[src/rtl/ntlm_pkg.sv]
// ntlm_pkg: shared types and widths for the NTLM crack sequencer.
//   state_t : controller states
//   HASH_W  : digest width
//   BUF_W   : candidate buffer width
//   LEN_W   : candidate length width
//   BYTE_W  : bits per packed candidate character
package ntlm_pkg;

  localparam int HASH_W = 128;
  localparam int BUF_W  = 128;
  localparam int LEN_W  = 4;
  localparam int BYTE_W = 8;

  typedef enum logic [2:0] {
    IDLE,
    ISSUE,
    WAIT,
    CHECK,
    FOUND,
    EXHAUSTED
  } state_t;

endpackage

[src/rtl/ntlm_cand_counter.sv]
// ntlm_cand_counter: mixed-radix candidate enumerator.
// It holds one base-CHARSET_SIZE digit per character and the current length.
// It packs the active digits into ASCII bytes, with char0 at instr[0:7].
//   clk, rst : clock and synchronous active-high reset
//   load     : start a fresh search (len = MIN_LEN, digits = 0)
//   incr     : step to the next candidate of the same length
//   grow     : move to the first candidate of length len+1
//   len      : current candidate length
//   instr    : packed candidate bytes; unused bytes are zero
//   wrap     : carry out of the top active digit if incr were applied
module ntlm_cand_counter
  import ntlm_pkg::*;
#(
  parameter logic [7:0] BASE_CHAR    = 8'h61,
  parameter int         CHARSET_SIZE = 26,
  parameter int         MIN_LEN      = 1,
  parameter int         MAX_LEN_HW   = 14
) (
  input  logic             clk,
  input  logic             rst,
  input  logic             load,
  input  logic             incr,
  input  logic             grow,
  output logic [LEN_W-1:0] len,
  output logic [0:BUF_W-1] instr,
  output logic             wrap
);

  localparam int               DIG_W   = $clog2(CHARSET_SIZE);
  localparam logic [DIG_W-1:0] DIG_MAX = DIG_W'(CHARSET_SIZE - 1);

  logic [DIG_W-1:0] dig_q [MAX_LEN_HW];
  logic [DIG_W-1:0] dig_d [MAX_LEN_HW];
  logic [LEN_W-1:0] len_q;

  // Ripple increment: d[0] is the least significant digit.
  // Only digits below len_q take part in the increment.
  always_comb begin
    logic carry;
    carry = 1'b1;
    for (int i = 0; i < MAX_LEN_HW; i++) begin
      dig_d[i] = dig_q[i];
      if ((i < int'(len_q)) && carry) begin
        if (dig_q[i] == DIG_MAX) begin
          dig_d[i] = '0;
        end else begin
          dig_d[i] = dig_q[i] + DIG_W'(1);
          carry    = 1'b0;
        end
      end
    end
    wrap = carry;
  end

  always_comb begin
    instr = '0;
    for (int i = 0; i < MAX_LEN_HW; i++) begin
      if (i < int'(len_q)) begin
        instr[i*BYTE_W +: BYTE_W] = BASE_CHAR + BYTE_W'(dig_q[i]);
      end
    end
  end

  always_ff @(posedge clk) begin
    if (rst) begin
      len_q <= '0;
      for (int i = 0; i < MAX_LEN_HW; i++) dig_q[i] <= '0;
    end else if (load || grow) begin
      len_q <= load ? LEN_W'(MIN_LEN) : len_q + LEN_W'(1);
      for (int i = 0; i < MAX_LEN_HW; i++) dig_q[i] <= '0;
    end else if (incr) begin
      for (int i = 0; i < MAX_LEN_HW; i++) dig_q[i] <= dig_d[i];
    end
  end

  assign len = len_q;

endmodule

[src/rtl/ntlm_crack_ctrl.sv]
// ntlm_crack_ctrl: brute-force sequencer in front of a single NTLM hash core.
// It enumerates candidates shortest first and issues each one through start/done.
// It compares each returned digest with the latched target.
// It stops on the first match or when every length up to the limit is exhausted.
//   clk, rst            : clock, synchronous active-high reset
//   start, abort        : host control (start pulse, abort level)
//   target_hash,max_len : search parameters, sampled on an accepted start
//   core_*              : hash core handshake and candidate buffer
//   busy, done, found   : status
//   found_instr/length  : matching candidate, valid while found
//   try_count           : completed candidates
// Optional build macro NTLM_CTRL_TRY_COUNT_EN enables try_count, a saturating
// 32-bit counter. Without the macro, try_count is tied to zero.
module ntlm_crack_ctrl
  import ntlm_pkg::*;
#(
  parameter logic [7:0] BASE_CHAR    = 8'h61,
  parameter int         CHARSET_SIZE = 26,
  parameter int         MIN_LEN      = 1,
  parameter int         MAX_LEN_HW   = 14
) (
  input  logic              clk,
  input  logic              rst,
  input  logic              start,
  input  logic              abort,
  input  logic [0:HASH_W-1] target_hash,
  input  logic [0:LEN_W-1]  max_len,
  output logic [0:BUF_W-1]  core_instr,
  output logic [0:LEN_W-1]  core_length,
  output logic              core_start,
  input  logic              core_done,
  input  logic [0:HASH_W-1] core_hash,
  output logic              busy,
  output logic              done,
  output logic              found,
  output logic [0:BUF_W-1]  found_instr,
  output logic [0:LEN_W-1]  found_length,
  output logic [0:31]       try_count
);

  function automatic logic [LEN_W-1:0] clamp_len(input logic [LEN_W-1:0] req);
    logic [LEN_W-1:0] res;
    res = req;
    if (int'(req) < MIN_LEN)         res = LEN_W'(MIN_LEN);
    else if (int'(req) > MAX_LEN_HW) res = LEN_W'(MAX_LEN_HW);
    return res;
  endfunction

  state_t state_q, state_d;
  logic [LEN_W-1:0]  lim_q;
  logic [HASH_W-1:0] target_q, hash_q;
  logic              take_start, take_hash, take_found;
  logic              cnt_load, cnt_incr, cnt_grow, cnt_wrap;
  logic [LEN_W-1:0]  cnt_len;
  logic [0:BUF_W-1]  cnt_instr;

  ntlm_cand_counter #(
    .BASE_CHAR    (BASE_CHAR),
    .CHARSET_SIZE (CHARSET_SIZE),
    .MIN_LEN      (MIN_LEN),
    .MAX_LEN_HW   (MAX_LEN_HW)
  ) u_cnt (
    .clk   (clk),
    .rst   (rst),
    .load  (cnt_load),
    .incr  (cnt_incr),
    .grow  (cnt_grow),
    .len   (cnt_len),
    .instr (cnt_instr),
    .wrap  (cnt_wrap)
  );

  // Abort overrides everything, including a start in the same cycle.
  always_comb begin
    state_d    = state_q;
    take_start = 1'b0;
    take_hash  = 1'b0;
    take_found = 1'b0;
    cnt_load   = 1'b0;
    cnt_incr   = 1'b0;
    cnt_grow   = 1'b0;
    if (abort) begin
      state_d = IDLE;
    end else begin
      case (state_q)
        IDLE, FOUND, EXHAUSTED: begin
          if (start) begin
            take_start = 1'b1;
            cnt_load   = 1'b1;
            state_d    = ISSUE;
          end
        end
        ISSUE: state_d = WAIT;
        WAIT: begin
          if (core_done) begin
            take_hash = 1'b1;
            state_d   = CHECK;
          end
        end
        CHECK: begin
          if (hash_q == target_q) begin
            take_found = 1'b1;
            state_d    = FOUND;
          end else if (!cnt_wrap) begin
            cnt_incr = 1'b1;
            state_d  = ISSUE;
          end else if (cnt_len == lim_q) begin
            state_d = EXHAUSTED;
          end else begin
            cnt_grow = 1'b1;
            state_d  = ISSUE;
          end
        end
        default: state_d = IDLE;
      endcase
    end
  end

  always_ff @(posedge clk) begin
    if (rst) begin
      state_q      <= IDLE;
      lim_q        <= '0;
      found_instr  <= '0;
      found_length <= '0;
    end else begin
      state_q <= state_d;
      if (take_start) lim_q <= clamp_len(max_len);
      if (take_found) begin
        found_instr  <= cnt_instr;
        found_length <= cnt_len;
      end
    end
  end

  always_ff @(posedge clk) begin
    if (take_start) target_q <= target_hash;
    if (take_hash)  hash_q   <= core_hash;
  end

  assign core_instr  = cnt_instr;
  assign core_length = cnt_len;
  assign core_start  = (state_q == ISSUE);
  assign busy        = (state_q == ISSUE) || (state_q == WAIT) || (state_q == CHECK);
  assign done        = (state_q == FOUND) || (state_q == EXHAUSTED);
  assign found       = (state_q == FOUND);

`ifdef NTLM_CTRL_TRY_COUNT_EN
  function automatic logic [31:0] sat_inc(input logic [31:0] v);
    return (v == '1) ? v : v + 32'd1;
  endfunction

  logic [31:0] tries_q;

  always_ff @(posedge clk) begin
    if (rst)                    tries_q <= '0;
    else if (take_start)        tries_q <= '0;
    else if (state_q == CHECK)  tries_q <= sat_inc(tries_q);
  end

  assign try_count = tries_q;
`else
  assign try_count = '0;
`endif

endmodule

[config.mk]
export PLATFORM = sky130hd
export DESIGN_NAME = ntlm_crack_ctrl
export DESIGN_NICKNAME = d
export VERILOG_FILES = /design/src/rtl/ntlm_pkg.sv /design/src/rtl/ntlm_cand_counter.sv /design/src/rtl/ntlm_crack_ctrl.sv
export SDC_FILE = /design/constraint.sdc
export NUM_CORES = 1
export LEC_CHECK = 0
export CAP_MARGIN = 15
export CORE_MARGIN = 2
export CORE_UTILIZATION = 35
export DETAILED_ROUTE_END_ITERATION = 7
export GPL_TIMING_DRIVEN = 0
export SLEW_MARGIN = 15
export SYNTH_ARGS = -nofsm -noshare
export SYNTH_HDL_FRONTEND = slang
export SYNTH_SLANG_ARGS = --single-unit
[constraint.sdc]
create_clock -name clk -period 30.2 [get_ports clk]
set_clock_uncertainty 0.2 [all_clocks]
set_input_delay 6.04 -clock clk [delete_from_list [all_inputs] [get_ports clk]]
set_output_delay 6.04 -clock clk [all_outputs]
set_load 0.05 [all_outputs]
==> results of run 1 <==
## logic make-up (layout without fill, tap and decap cells)
logic type | Yosys count | after routing
buffers and inverters | 202 | 821
multiplexers | 8 | 8
adder cells (fa/ha/maj) | 30 | 30
flip-flops | 453 | 453
AND/OR/NAND/NOR | 494 | 494
XOR/XNOR | 161 | 161
other | 1 | 71
AO/OA/AOI/OAI | 359 | 359
## synthesized netlist by cell type, types with 3 or more instances
cell type / n / share of area
a2bb2oi_1: 5 / 0.0022
nand2b_1: 17 / 0.0054
nand3_1: 162 / 0.041
buf_2: 15 / 0.0038
o211ai_1: 9 / 0.0034
mux2i_1: 8 / 0.0040
o21ai_0: 126 / 0.032
nor3_2: 3 / 0.0015
and3_1: 7 / 0.0022
nor3_1: 61 / 0.015
and2_1: 4 / 0.0013
ha_1: 30 / 0.019
nand4_1: 12 / 0.0038
a22oi_1: 7 / 0.0026
o21ai_1: 3 / 0.00076
xor2_1: 139 / 0.061
clkbuf_1: 81 / 0.015
nor2_1: 115 / 0.022
inv_1: 25 / 0.0047
a31oi_1: 7 / 0.0022
buf_4: 65 / 0.025
buf_1: 7 / 0.0013
xnor2_1: 22 / 0.0097
a21oi_1: 160 / 0.040
nor4_1: 32 / 0.010
or3_1: 5 / 0.0016
a2bb2oi_2: 6 / 0.0045
or2_2: 5 / 0.0016
buf_6: 8 / 0.0045
and4b_1: 11 / 0.0056
a41oi_1: 9 / 0.0040
edfxtp_1: 321 / 0.49
dfxtp_1: 132 / 0.13
nor3b_1: 3 / 0.0011
o21a_1: 3 / 0.0011
a31o_2: 5 / 0.0022
o22ai_1: 3 / 0.00095
nand2_1: 43 / 0.0081
## metal layers
metal | wire length [um] | track usage
met4 | 2010 | 0.0743
met2 | 29100 | 0.344
met1 | 22700 | 0.222
met5 | 92 | 0
met3 | 5690 | 0.0717
## cells in the final DEF (no fill, tap or decap), types with 8 or more instances in the layout
master,netlist,final
buf_6,8,8
nand3_1,162,162
nand2b_1,17,17
o21ai_0,126,126
clkinv_1,1,9
inv_1,25,24
buf_2,15,25
xnor2_1,22,22
nand4_1,12,12
clkbuf_1,81,90
nor3_1,61,61
xor2_1,139,139
o211ai_1,9,9
clkdlybuf4s50_1,0,499
a21oi_1,160,160
a41oi_1,9,9
nand2_1,43,43
clkinv_2,0,11
nor2_1,115,115
clkbuf_16,0,53
ha_1,30,30
dfxtp_1,132,132
mux2i_1,8,8
nor4_1,32,32
buf_4,65,77
edfxtp_1,321,321
and4b_1,11,11
conb_1,1,64
## worst paths after layout
path	from	endpoint	slack, ns	cells after the start
max	u_cnt.len[3]$_SDFFE_PP0P_	core_instr[96]	20.14	6
min	lim_q[3]$_SDFFE_PP0P_	lim_q[3]$_SDFFE_PP0P_	0.27	2
min reg2reg	lim_q[3]$_SDFFE_PP0P_	lim_q[3]$_SDFFE_PP0P_	0.27	2
max reg2reg	target_q[75]$_DFFE_PP_	u_cnt.dig_q[0][7]$_SDFFCE_PP0P_	25.80	11
## power breakdown
part	leakage, nW	total, mW	switching [mW]	internal [mW]
clock	0.841	0.623	0.259	0.363
combinational	4.78	0.103	0.0536	0.0492
sequential	4.10	0.689	0.00853	0.680
total	9.72	1.41	0.322	1.09
## registers in the layout, summed over array words and instances (netlist names)
signal / cells
found_instr: 112
found_length: 4
hash_q: 128
lim_q: 4
state_q: 3
target_q: 128
u_cnt.dig_q: 70
u_cnt.len: 4
## final cells by class
class | count | area (um^2)
buffer | 176 | 983
clock buffer | 68 | 1440
inverter | 26 | 105
multi-input combinational | 1116 | 6720
fill | 5135 | 28200
timing repair buffer | 523 | 5180
sequential | 453 | 12300
antenna | 7 | 17.5
tap | 756 | 946
clock inverter | 28 | 254
## worst min-delay path, delay by kind of cell (launching register included)
| kind | cells | cell delay [ns] |
|---|---|---|
| compound gates | 1 | 0.05 |
| simple gates | 1 | 0.05 |
| flops | 1 | 0.32 |
==> out/results.ini, run 1 <==
[floorplanning]
die_h_um = 242
rows = 87
core_um2 = 56200
initial_core_util = 0.353
dieWidth_um = 242
die_area_um2 = 58600
io_pins = 565

[pwr]
vdd_drop_max_mv = 0.0487
power.total_mw = 1.41
power_leakage_nw = 9.72
p_per_area_nw_per_um2 = 50.7

[route]
vias = 15300
viasPerCell = 4.86
antenna_left = 0
wire_per_inst_um = 18.9
wirelength_um = 59500
drt_iter0_markers = 858
firstDrtPassIters = 6
route.detailed.drc = 0

[sta]
timing_max_transition_violations_final = 0
final.setup.worst_slack_ns = 20.14
hold_viol = 0
tns_ns = 0
fin_crit_sh = 0.333
whs_ns = 0.269
fmax_mhz = 99.4
worst_pin_slew_ns = 1.05
grt_setup_unrepaired = false
post-route-min-period_ns = 10.06
setup_viol = 0
max-slew-margin-rel = 0.299

[job]
drv_cap = 0

[setup_path]
cp_max_fo = 10
crit_path_frequent_cell = clkbuf_1
cp_top_family = buffers and inverters
worstPathRequired_ns = 23.96
worstPathArrival_ns = 3.82
max_stage_delay_ns = 0.90
slowest_stage = clkdlybuf4s50_1
crit_buf_inv = 4
endpoint_kind = output pin
critPathLaunchType = flop
path_cells = buf_6 > clkbuf_1 > clkbuf_1 > nand3_1 > nor3_1 > clkdlybuf4s50_1
criticalPathCategory = flop to output pin

[status]
status = finished, final reports clean

[synthesis]
yosysSeqAreaShare = 0.619
synth_edf_count = 321
async_flop_share = 0
synth_flop_cell = edfxtp_1
synth-compound-area-share = 0.104
synth_area_per_cell_um2 = 11.6
yosys_warnings = 0
synth-simple-area-share = 0.128
synthCells = 1708
synth_top_family_by_area = simple AND/OR/NAND/NOR gates
synth_seq_cells = 453
synthAdderAreaFrac = 0.0189
synth_xor_area_frac = 0.0711
synthMuxAreaShare = 0.00404
ys_types = 67
syn-cell-area_um2 = 19800

[placed_design]
placed_cell_area_um2 = 26200
io_buffers = 499
gp_congestion = 0.842
dp_slack_ns = 20.37
dpl.cell_count = 3050
hpwlAfterDp_um = 46200

[cells_and_area]
final_nets = 2642
drive_gt1_frac = 0.0929
layout.cell_area.non_filler_um2 = 27900
post-route-util = 0.497
final_cell_count_no_fill = 3153
syn2layout_area_growth_pct = 40.8

[clock_tree]
htree_levels = 2
root_buffer = clkbuf_16
clk_pin_slew_ns = 0.06
cts_hold_buf = 0
post_cts_buffers = 0
clk-insertion-delay-late_ns = 0.60
cts_tree = yes
clockBufferDepth = 3
clkSinkCount = 453
cts.repair.resized = 0
cts_buffers = 51

[global_routing]
grt_pass1_vias = 15300
grt_pass1_wl_um = 89500
overflow = 0
grt.total_usage = 0.198
antenna_found_initial = 15
grt_max_degree = 83

[hold_path]
hp-class = flop to flop

Note: power is estimated with default switching activity, not from simulation.
==> run 2: changes to the inputs <==
==> constraint.sdc (replaced) <==
create_clock -name clk -period 9.4 [get_ports clk]
set_clock_uncertainty 0.2 [all_clocks]
set_input_delay 1.88 -clock clk [delete_from_list [all_inputs] [get_ports clk]]
set_output_delay 1.88 -clock clk [all_outputs]
set_load 0.05 [all_outputs]
==> out/results.ini, run 2 (synthesis results as in run 1) <==
[status]
status = finished, final reports clean

[cells_and_area]
final_cell_count_no_fill = 3136
layout_commonest_cell = clkdlybuf4s50_1
layout_common_cells = clkdlybuf4s50_1 (499), edfxtp_1 (321), nand3_1 (162)
nFillCells = 5093
layout.cell_area.non_filler_um2 = 27800
reg_top3 = hash_q (128), target_q (128), found_instr (112)
final_nets = 2631
drive_gt1_frac = 0.0863
syn2layout_area_growth_pct = 40.3

[sta]
final.setup.worst_slack_ns = 3.62
post-route-min-period_ns = 5.78
tns_ns = 0
grt_setup_unrepaired = false
fin_crit_sh = 0.615
whs_ns = 0.274
setup_viol = 0
hold_viol = 0
timing_max_transition_violations_final = 0
worst_pin_slew_ns = 1.17
fmax_mhz = 173
max-slew-margin-rel = 0.218

[global_routing]
grt_pass1_wl_um = 90800
grt_pass1_vias = 15300
grt.total_usage = 0.201
overflow = 0
grt_max_degree = 90
antenna_found_initial = 7

[setup_path]
path_cells = buf_6 > clkbuf_1 > clkbuf_1 > nand3_1 > nor3_1 > clkdlybuf4s50_1
criticalPathCategory = flop to output pin
reg2reg_from = target_q[75]$_DFFE_PP_
cp_top_family = buffers and inverters
slowest_stage = clkdlybuf4s50_1
max_stage_delay_ns = 0.90
endpoint_kind = output pin
critPathLaunchType = flop
worstPathRequired_ns = 7.32
cp_max_fo = 10
crit_buf_inv = 4
crit_path_frequent_cell = clkbuf_1
worstPathArrival_ns = 3.70
startpoint = u_cnt.len[3]$_SDFFE_PP0P_

[route]
wirelength_um = 60600
wire_per_inst_um = 19.3
viasPerCell = 4.87
drt_iter0_markers = 870
route.detailed.drc = 0
antenna_left = 0
firstDrtPassIters = 5
vias = 15300

[floorplanning]
io_pins = 565
die_area_um2 = 58600
rows = 87
dieWidth_um = 242
die_h_um = 242
initial_core_util = 0.353
core_um2 = 56200

[clock_tree]
post_cts_buffers = 0
clk_pin_slew_ns = 0.06
cts_tree = yes
root_buffer = clkbuf_16
cts.repair.resized = 0
clkSinkCount = 453
cts_hold_buf = 0
clk-insertion-delay-late_ns = 0.59
htree_levels = 2
cts_buffers = 50
clockBufferDepth = 3

[placed_design]
placed_cell_area_um2 = 26200
gp_congestion = 0.841
dpl.cell_count = 3040
io_buffers = 499
dp_slack_ns = 3.73
hpwlAfterDp_um = 46600

[pwr]
power_leakage_nw = 9.61
p_per_area_nw_per_um2 = 160
vdd_drop_max_mv = 0.122

[hold_path]
hp-class = flop to flop
hold_start = lim_q[1]$_SDFFE_PP0P_

[job]
drv_cap = 0

-- run 2: changes by cell type in the layout (fill, tap and decap cells not counted), sizes merged --
| cell | previous run | this run |
|---|---|---|
| inv | 27 | 28 |
| clkbuf | 149 | 156 |
| diode | 7 | 5 |
| clkinvlp | 0 | 1 |
| clkinv | 24 | 10 |
| buf | 119 | 109 |
-- run 2: stage by stage --
| stage | util | total power, mW |
|---|---|---|
| 6_report | 0.495 | 4.45 |
| 5_1_grt | 0.495 | 4.61 |
| 4_1_cts | 0.495 | 4.50 |
| 3_5_place_dp | 0.467 | 2.59 |
| 3_3_place_gp | 0.463 | 2.58 |
| 2_1_floorplan | - | 2.43 |
-- run 2: area by class of cell --
cell class              instances  area [um^2]  share of cell area
inverters                      26          105             0.00378
well taps                     756          946              0.0340
flip-flops and latches        453        12300               0.442
multi-input cells            1116         6730               0.242
clock buffers                  75         1400              0.0502
clock inverters                16          181             0.00652
repair buffers                513         5180               0.186
plain buffers                 176          985              0.0354
diodes                          5         12.5            0.000450
-- run 2: per-layer routing --
layer / share of wire / global-route usage / vias to the layer above
met5: 0.00020 / 0 / -
met4: 0.023 / 0.0548 / 2
met3: 0.085 / 0.0608 / 79
met2: 0.51 / 0.362 / 558
met1: 0.39 / 0.230 / 7254
li1: - / - / 7387
-- run 2: final timing paths --
kind                            slack (ns)  cells after the start                               to
worst min register to register        0.27                      2            lim_q[1]$_SDFFE_PP0P_
worst min-delay path                  0.27                      2            lim_q[1]$_SDFFE_PP0P_
worst max-delay path                  3.62                      6                   core_instr[96]
worst max register to register        5.16                     10  u_cnt.dig_q[0][7]$_SDFFCE_PP0P_
-- run 2: report_power, final --
group	internal (mW)	switching (mW)
clock	1.11	0.795
combinational	0.158	0.173
sequential	2.19	0.0278
total	3.45	0.996
-- run 2: tightest hold or removal path, cell delays in order (launching register included) --
cell	delay (ns)
dfxtp_1	0.31
nand2_1	0.06
a21oi_1	0.05
==> run 3: changes to the inputs <==
==> constraint.sdc (replaced) <==
create_clock -name clk -period 5 [get_ports clk]
set_clock_uncertainty 0.2 [all_clocks]
set_input_delay 1 -clock clk [delete_from_list [all_inputs] [get_ports clk]]
set_output_delay 1 -clock clk [all_outputs]
set_load 0.05 [all_outputs]
==> out/results.ini, run 3 (synthesis results as in run 1) <==
[pwr]
p_seq_frac = 0.495
p_per_area_nw_per_um2 = 301
clockPowerShare = 0.429
power_leakage_nw = 9.69
sw_frac_of_total = 0.227
netSwitchingPower_mw = 1.91
p_comb_frac = 0.075
vdd_drop_max_mv = 0.230
p_int_mw = 6.49

[setup_path]
worst-r2r-cell-count = 10
crit_path_frequent_cell = inv_1
max_stage_delay_ns = 0.92
endpoint_kind = output pin
worstPathRequired_ns = 3.80
rrSetupSlack_ns = 0.42
cp_max_fo = 10
worstPathArrival_ns = 3.56
critPathLaunchType = flop
startpoint = u_cnt.len[1]$_SDFFE_PP0P_
reg2reg_from = target_q[75]$_DFFE_PP_
path_cells = buf_4 > inv_1 > ha_1 > inv_1 > o21ai_0 > clkbuf_1 > nor3_1 > clkdlybuf4s50_1
slowest_stage = clkdlybuf4s50_1
criticalPathCategory = flop to output pin
reg2reg_to = u_cnt.dig_q[0][6]$_SDFFCE_PP0P_

[clock_tree]
root_buffer = clkbuf_16
clkSinkCount = 453
cts_tree = yes
htree_levels = 2
cts_buffers = 50
clk_pin_slew_ns = 0.06
clk-insertion-delay-late_ns = 0.59
cts_hold_buf = 0
clockBufferDepth = 3

[status]
status = finished, final reports clean

[sta]
grt_setup_unrepaired = false
hold_viol = 0
worst_pin_slew_ns = 1.27
timing_max_transition_violations_final = 0
max-slew-margin-rel = 0.151
fmax_mhz = 210
post-route-min-period_ns = 4.76
final.setup.worst_slack_ns = 0.236
setup_viol = 0
fin_crit_sh = 0.953
tns_ns = 0

[hold_path]
min_to = found_instr[100]$_SDFFE_PP0P_
hold_start = found_instr[100]$_SDFFE_PP0P_
hp-class = flop to flop
hold_path_depth = 2

[route]
wirelength_um = 59600
firstDrtPassIters = 5
vias = 15300
antenna_left = 0
viasPerCell = 4.88
drt_iter0_markers = 721
wire_per_inst_um = 19.0
route.detailed.drc = 0

[global_routing]
antenna_found_initial = 7
grt_pass1_wl_um = 89600
grt_max_degree = 31
grt_pass1_vias = 15400
grt.total_usage = 0.198
overflow = 0

[placed_design]
gp_congestion = 0.856
dp_slack_ns = -0.0585
hpwlAfterDp_um = 46400
io_buffers = 499
dpl.cell_count = 3044
placed_cell_area_um2 = 26300

[cells_and_area]
layout_common_cells = clkdlybuf4s50_1 (497), edfxtp_1 (321), nand3_1 (161)
layout.cell_area.non_filler_um2 = 27900
drive_gt1_frac = 0.0892
final_cell_count_no_fill = 3137
final_nets = 2635
syn2layout_area_growth_pct = 40.8
reg_top3 = hash_q (128), target_q (128), found_instr (112)
layout_commonest_cell = clkdlybuf4s50_1

[floorplanning]
io_pins = 565
die_area_um2 = 58600
initial_core_util = 0.353
dieWidth_um = 242
core_um2 = 56200
die_h_um = 242
rows = 87

[job]
drv_cap = 0

==> run 3: what timing repair did <==
action	CTS	global route
setup buffers	0	0
resized for setup	0	4
endpoints found under the setup margin	0	4
==> run 3: worst max-delay path by stage <==
stage,endpoint,cells after the start
after floorplan,hash_q[0]$_DFFE_PP_,1
after global placement,hash_q[111]$_DFFE_PP_,2
after detailed placement,u_cnt.dig_q[0][46]$_SDFFCE_PP0P_,7
after CTS,core_instr[101],6
after global routing,core_instr[1],6
final,core_instr[64],8
==> run 3: critical path: cells and delay by family, from the launching register on <==
kind | cells | cell delay (ns)
AO/OA/AOI/OAI | 1 | 0.14
adder cells (fa/ha/maj) | 1 | 0.23
buffers and inverters | 5 | 1.63
flip-flops | 1 | 0.40
AND/OR/NAND/NOR | 1 | 0.55
==> run 3: metrics by stage <==
stage,hold slack (ns),total power [mW],util
4_1_cts,0.276,8.50,0.496
3_3_place_gp,0.263,4.85,0.463
6_report,0.274,8.40,0.497
5_1_grt,0.298,8.70,0.497
3_5_place_dp,0.268,4.87,0.468
2_1_floorplan,0.249,4.57,-
==> run 3: layer usage <==
layer / wire [um] / track usage / up-vias
li1: - / - / 7364
met1: 22300 / 0.222 / 7200
met2: 29600 / 0.349 / 621
met3: 5620 / 0.0675 / 112
met4: 2010 / 0.0721 / 6
met5: 41 / 0 / -
==> run 3: cell type report <==
class / instances / area, um^2
Antenna cell: 3 / 7.51
Buffer: 176 / 983
Clock buffer: 68 / 1400
Clock inverter: 22 / 203
Fill cell: 5051 / 28300
Inverter: 26 / 101
Multi-Input combinational cell: 1116 / 6740
Sequential cell: 453 / 12300
Tap cell: 756 / 946
Timing Repair Buffer: 517 / 5250
==> run 3: power by group through the flow <==
stage | clock (mW) | combinational, mW | sequential, mW
final | 3.61 | 0.631 | 4.16
after global routing | 3.85 | 0.679 | 4.17
after CTS | 3.70 | 0.633 | 4.16
after detailed placement | 0 | 0.631 | 4.24
after global placement | 0 | 0.610 | 4.25
after floorplan | 0 | 0.332 | 4.24
